## src/rtl/fifo_reader_if.sv

```systemverilog
// Handshake bundle between fifo_reader, its upstream FIFO and the downstream consumer.
// master = fifo_reader side, slave = the surrounding environment.
interface fifo_reader_if #(
    parameter int DATA_W = 8,
    parameter int CNT_W  = 16
);
    logic              en;
    logic              fifo_empty;
    logic [DATA_W-1:0] fifo_data_out;
    logic              fifo_read;
    logic              out_valid;
    logic [DATA_W-1:0] out_data;
    logic              out_ready;
    logic [CNT_W-1:0]  words_read;
    logic              busy;

    modport master (
        input  en, fifo_empty, fifo_data_out, out_ready,
        output fifo_read, out_valid, out_data, words_read, busy
    );

    modport slave (
        output en, fifo_empty, fifo_data_out, out_ready,
        input  fifo_read, out_valid, out_data, words_read, busy
    );
endinterface

```

## src/rtl/fifo_reader.sv

```systemverilog
// Reads words from a FIFO with one-cycle read latency into a 2-entry skid buffer
// and presents them on a valid/ready output, counting delivered words.
module fifo_reader #(
    parameter int DATA_W = 8,
    parameter int CNT_W  = 16
) (
    input  logic          clk,
    input  logic          rst,
    fifo_reader_if.master bus
);

    logic [1:0]        occ;
    logic              pending;
    logic [DATA_W-1:0] head_q;
    logic [DATA_W-1:0] tail_q;
    logic [CNT_W-1:0]  cnt_q;

    logic              pop;
    logic [2:0]        fill_after_pop;

    // occ + pending <= 2 always holds, so this never underflows
    assign pop            = (occ != 2'd0) && bus.out_ready;
    assign fill_after_pop = {1'b0, occ} + {2'b00, pending} - {2'b00, pop};

    assign bus.fifo_read  = !rst && bus.en && !bus.fifo_empty && (fill_after_pop < 3'd2);
    assign bus.out_valid  = (occ != 2'd0);
    assign bus.out_data   = head_q;
    assign bus.words_read = cnt_q;
    assign bus.busy       = (occ != 2'd0) || pending;

    always_ff @(posedge clk) begin
        if (rst) begin
            occ     <= 2'd0;
            pending <= 1'b0;
            head_q  <= '0;
            tail_q  <= '0;
            cnt_q   <= '0;
        end else begin
            pending <= bus.fifo_read;
            unique case ({pending, pop})
                2'b10: begin
                    if (occ == 2'd0) head_q <= bus.fifo_data_out;
                    else             tail_q <= bus.fifo_data_out;
                    occ <= occ + 2'd1;
                end
                2'b01: begin
                    head_q <= tail_q;
                    occ    <= occ - 2'd1;
                end
                2'b11: begin
                    // Capture and pop together: the incoming word lands behind whatever stays
                    if (occ == 2'd2) begin
                        head_q <= tail_q;
                        tail_q <= bus.fifo_data_out;
                    end else begin
                        head_q <= bus.fifo_data_out;
                    end
                end
                default: ;
            endcase
            if (pop && (cnt_q != '1)) cnt_q <= cnt_q + 1'b1;
        end
    end

endmodule

```

## src/flat_wrapper.sv

```systemverilog
// flat-port wrapper written by rule: the top's interface ports become plain ports
module fifo_reader_flat 
#(
    parameter int DATA_W = 8,
    parameter int CNT_W  = 16
)
  (clk, rst, bus_en, bus_fifo_empty, bus_fifo_data_out, bus_out_ready, bus_fifo_read, bus_out_valid, bus_out_data, bus_words_read, bus_busy);
  fifo_reader_if #(.DATA_W(DATA_W), .CNT_W(CNT_W)) bus_i ();
  input  logic clk;
  input  logic rst;
  input wire logic [$bits(bus_i.en)-1:0] bus_en;
  input wire logic [$bits(bus_i.fifo_empty)-1:0] bus_fifo_empty;
  input wire logic [$bits(bus_i.fifo_data_out)-1:0] bus_fifo_data_out;
  input wire logic [$bits(bus_i.out_ready)-1:0] bus_out_ready;
  output wire logic [$bits(bus_i.fifo_read)-1:0] bus_fifo_read;
  output wire logic [$bits(bus_i.out_valid)-1:0] bus_out_valid;
  output wire logic [$bits(bus_i.out_data)-1:0] bus_out_data;
  output wire logic [$bits(bus_i.words_read)-1:0] bus_words_read;
  output wire logic [$bits(bus_i.busy)-1:0] bus_busy;
  assign bus_i.en = bus_en;
  assign bus_i.fifo_empty = bus_fifo_empty;
  assign bus_i.fifo_data_out = bus_fifo_data_out;
  assign bus_i.out_ready = bus_out_ready;
  assign bus_fifo_read = bus_i.fifo_read;
  assign bus_out_valid = bus_i.out_valid;
  assign bus_out_data = bus_i.out_data;
  assign bus_words_read = bus_i.words_read;
  assign bus_busy = bus_i.busy;
  fifo_reader #(.DATA_W(DATA_W), .CNT_W(CNT_W)) u_core (.clk(clk), .rst(rst), .bus(bus_i));
endmodule
```

## config.mk

```make
export PLATFORM = sky130hd
export DESIGN_NAME = fifo_reader_flat
export DESIGN_NICKNAME = d
export VERILOG_FILES = /design/src/rtl/fifo_reader_if.sv /design/src/rtl/fifo_reader.sv /design/src/flat_wrapper.sv
export SDC_FILE = /design/constraint.sdc
export NUM_CORES = 1
export LEC_CHECK = 0
export BUFFER_PORTS_ARGS = -buffer_cell sky130_fd_sc_hd__buf_2
export CAP_MARGIN = 25
export CORE_UTILIZATION = 35
export CTS_CLUSTER_SIZE = 40
export DETAILED_ROUTE_END_ITERATION = 6
export PLACE_DENSITY = 0.57
export SETUP_SLACK_MARGIN = 0.02
export SYNTH_ARGS = -nofsm -noshare
export SYNTH_HDL_FRONTEND = slang
export SYNTH_SLANG_ARGS = --single-unit
```

## constraint.sdc

```tcl
create_clock -name clk -period 5.9 [get_ports clk]
set_input_delay 1.475 -clock clk [delete_from_list [all_inputs] [get_ports clk]]
set_output_delay 1.475 -clock clk [all_outputs]
set_load 0.02 [all_outputs]
```

Yosys cells after proc, flatten, opt, wreduce, memory -nomap -nowiden --
Index checks and enable logic that the tools add are counted.
Storage, ports and cells: register bits after elaboration 35, output and inout bits 27, input bits 13, word-level logic and storage cells 41
Cells by class: order comparisons 1, equal/unequal tests 8, add/subtract/negate cells 5, reductions and logical operators 15, muxes and demuxes 7
Operator list (number):
- 8-bit 2-to-1 mux | 4
- 8-bit case mux with 3 select lines | 1
- 16-bit by 1-bit adder with 16-bit output (second input constant) | 1
- 16-bit inequality test (second input constant) | 1
- 8-bit case mux with 2 select lines | 1
- 2-bit == test (second input constant) | 3
- 2-bit nonzero test | 3
- 1-bit logical AND | 5
- 2-bit by 1-bit inequality test with 1-bit output (second input constant) | 2
- 2-bit case mux with 2 select lines | 1
- 2-bit by 1-bit adder with 3-bit output | 1
- 3-bit by 2-bit less-than comparator with 1-bit output (second input constant) | 1
- 3-bit AND reduction | 1
- 3-bit nonzero test | 1
- 3-bit by 1-bit subtractor with 3-bit output | 1
- 2-bit by 1-bit adder with 2-bit output (second input constant) | 1
- 2-bit by 1-bit == test with 1-bit output (second input constant) | 1
- 1-bit logical NOT | 2
- 2-bit logical NOT | 1
- 2-bit inequality test (second input constant) | 1
- 2-bit AND reduction | 1
- 2-bit by 1-bit subtractor with 2-bit output (second input constant) | 1
- 1-bit logical OR | 1

Logic depth before layout (Yosys ltp) --
word-level depth 5, gate-level depth with buffers 7, depth with buffers taken out 6

Worst setup path before layout --
Ideal clock, no wire load.
kind in2out, start point input port bus_out_ready, end point output port bus_fifo_read, cell stages on the path 6, required time 4.425 ns, path slack 1.393 ns, path buffers 0, arrival 3.032 ns, path through nand2_1 > mux2i_1 > nand2_1 > fa_1 > nand2_1 > nor4_1
On the way: longest elaborated chain between the ends 4
Ends and longest elaborated chain:
- start, declared | RTL line flat_wrapper.sv:14 | input wire logic [$bits(bus_i.out_ready)-1:0] bus_out_ready;
- 1-bit logical AND | RTL line fifo_reader.sv:22 | assign pop = (occ != 2'd0) && bus.out_ready;
- 3-bit by 1-bit subtractor with 3-bit output | RTL line fifo_reader.sv:23 | assign fill_after_pop = {1'b0, occ} + {2'b00, pending} - {2'b00, pop};
- 3-bit by 2-bit less-than comparator with 1-bit output | RTL line fifo_reader.sv:25 | assign bus.fifo_read = !rst && bus.en && !bus.fifo_empty && (fill_after_pop < 3'd2);
- 1-bit logical AND | RTL line fifo_reader.sv:25
- end, declared | RTL line flat_wrapper.sv:15 | output wire logic [$bits(bus_i.fifo_read)-1:0] bus_fifo_read;
No other way between the ends.

Worst setup path after layout --
Ends and elaborated chain as after synthesis.

==> out/qor.csv <==
metric;value;unit
ys_seq_area_share;41.98;%
place_congestion;0.7849;
layout_setup_ws;1.394;ns
grt_overflow;0;
clock_sinks;35;
tns;0;ns
row_count;24;
dpl.hpwl;2473;um
arrival;3.03;ns
fill_cells;456;
critPathKind;in2out;
yosysUniqueCellTypes;39;
antenna_cells;0;
rsz0062_at_grt;no;
post_cts_buffers;0;
die_x;71.06;um
cts_tree;done;
grt_antenna_before_repair;0;
r2r_cells;5;
dp_slack;1.403;ns
numCtsBuffers;5;
die_h;71.06;um
start_util;37.30;%
p_leak;0.8966;nW
finalPower;0.5008;mW
grt_pass1_vias;1225;
cp.required;4.43;ns
die_area;5049;um2
insertion_delay;0.29;ns
hold_buffers;0;
vias_per_cell;5.310;
h-tree-depth;2;
holdPathStages;2;
grt_usage;14.86;%
end_kind;output port;
ios;40;
finalClockSkew;0.007459;ns
clk_pin_slew;0.07;ns
critPathMaxFanout;7;
final_util;44.57;%
io_buffers;39;
via_count;1439;
start_kind;input port;
synth_fp_nets;195;
ir_worst_vdd;139.1;uV
maxSlewHeadroom;33.72;%
nNetsFinal;233;
grt_pass1_wl;5802;um
clock_path_buffers;2;
p_per_area;251.1;nW/um2
syn_area;1669;um2
timing_hold_violations_final;0;
core_area;4474;um2
grt_max_degree;37;
synth_seq_cells;35;
final_max_slew_viol_count;0;
drive_gt1_share;26.03;%
fin_crit_sh;76.38;%
netlist_instances;180;
final_cell_mix;buf_2 (39), dfxtp_1 (35), nor2_1 (22);
drt-initial-drc-count;85;
status;finished, final reports clean;
cts.repair.resized;0;
ant_nets;0;
worst_pin_slew;0.9875;ns
avgSynthCellArea;9.273;um2
ys_warn_count;0;
drt-pass1-iter-count;6;
cap_violations;0;
clockRootBuffer;clkbuf_8;
hold_class;reg2reg;
drc_errors;0;
setup_viol;0;
final_common_cell;buf_2;
drt_wl_total;3547;um
wl_per_cell;13.09;um
areaGrowthSynthToFinish;19.49;%
fin_crit;4.506;ns
fmaxAchievable;0.2219;GHz
per-layer routing:
metal | track usage (%) | vias up | wire length, um
met2 | 21.69 | 32 | 1512
met1 | 20.42 | 651 | 1816
met4 | 6.000 | 0 | 57
li1 | - | 749 | -
met3 | 4.558 | 7 | 160
met5 | 0 | - | 0
logic make-up (layout without fill, tap and decap cells):
group / Yosys count / after routing / synth area share (%)
compound gates: 45 / 45 / 18.59
xor+xnor: 3 / 3 / 1.575
fa+ha+maj: 2 / 2 / 1.949
buf+inv: 13 / 52 / 3.973
flops: 35 / 35 / 41.98
mux: 18 / 18 / 10.79
simple gates: 64 / 64 / 21.14
through the flow:
stage,hold WS [ns],instance area (um2),instances
finish,0.4982,1994,271
global placement,0.4744,1882,263
CTS,0.4991,1994,271
detailed placement,0.4858,1882,263
floorplan,0.4627,1669,180
global route,0.5098,1994,271
worst paths after layout:
path,start,end,slack [ns]
hold / removal,u_core.tail_q[0],u_core.tail_q[0],0.50
setup reg to reg,u_core.bus.words_read[0],u_core.bus.words_read[1],3.61
setup / recovery,bus_out_ready,bus_fifo_read,1.39
hold reg to reg,u_core.tail_q[0],u_core.tail_q[0],0.50
cells in the mapped netlist:
| master | count | share of area [%] |
|---|---|---|
| dfxtp_1 | 35 | 42 |
| nor2_1 | 22 | 4.9 |
| mux2i_1 | 18 | 11 |
| a21oi_1 | 13 | 3.9 |
| o21ai_0 | 9 | 2.7 |
| a211oi_1 | 8 | 3.6 |
| nand3_1 | 8 | 2.4 |
| or3_1 | 7 | 2.6 |
| nand2_1 | 6 | 1.3 |
| o31ai_1 | 6 | 2.7 |
| clkbuf_1 | 5 | 1.1 |
| inv_1 | 5 | 1.1 |
| or4_1 | 4 | 1.8 |
| nor3_1 | 3 | 0.90 |
| nor4_1 | 3 | 1.1 |
| buf_4 | 2 | 0.90 |
| nand4_1 | 2 | 0.75 |
| or2_2 | 2 | 0.75 |
| xor2_1 | 2 | 1.0 |
| a2111oi_0 | 1 | 0.52 |
| a311oi_1 | 1 | 0.52 |
| and3_1 | 1 | 0.38 |
| clkbuf_8 | 1 | 0.82 |
| fa_1 | 1 | 1.2 |
| ha_1 | 1 | 0.75 |
| nand4_2 | 1 | 0.75 |
| nand4_4 | 1 | 1.3 |
| nor3b_1 | 1 | 0.45 |
| o2111ai_1 | 1 | 0.52 |
| o211ai_2 | 1 | 0.75 |
| o21a_1 | 1 | 0.45 |
| o21ai_1 | 1 | 0.30 |
| o21ai_2 | 1 | 0.52 |
| o21bai_1 | 1 | 0.45 |
| o41ai_4 | 1 | 1.6 |
| or3_2 | 1 | 0.45 |
| or4_2 | 1 | 0.52 |
| or4_4 | 1 | 0.67 |
| xnor2_1 | 1 | 0.52 |
state kept, by name, summed over array words and instances (netlist names):
signal                 flops
u_core.bus.out_data        8
u_core.bus.words_read     16
u_core.occ                 2
u_core.pending             1
u_core.tail_q              8
where the power goes:
part           leakage, nW  internal (mW)  switching (mW)
Sequential           0.283          0.241         0.00413
Clock               0.0581          0.126          0.0902
Combinational        0.555         0.0145          0.0248
critical path, stage by stage:
cell,delay (ns)
buf_2,0.15
nand2_1,0.09
mux2i_1,0.23
nand2_1,0.10
fa_1,0.50
nand2_1,0.07
nor4_1,0.21
buf_2,0.20
area by class of cell:
class,instances,area (um2),share of cell area [%]
inverters,5,18.77,0.9410
clock buffers,5,68.82,3.450
flip-flops and latches,35,700.7,35.13
clock inverters,3,43.79,2.196
multi-input cells,132,902.1,45.23
well taps,52,65.06,3.262
repair buffers,39,195.2,9.787
(Power assumes the default switching activity.)
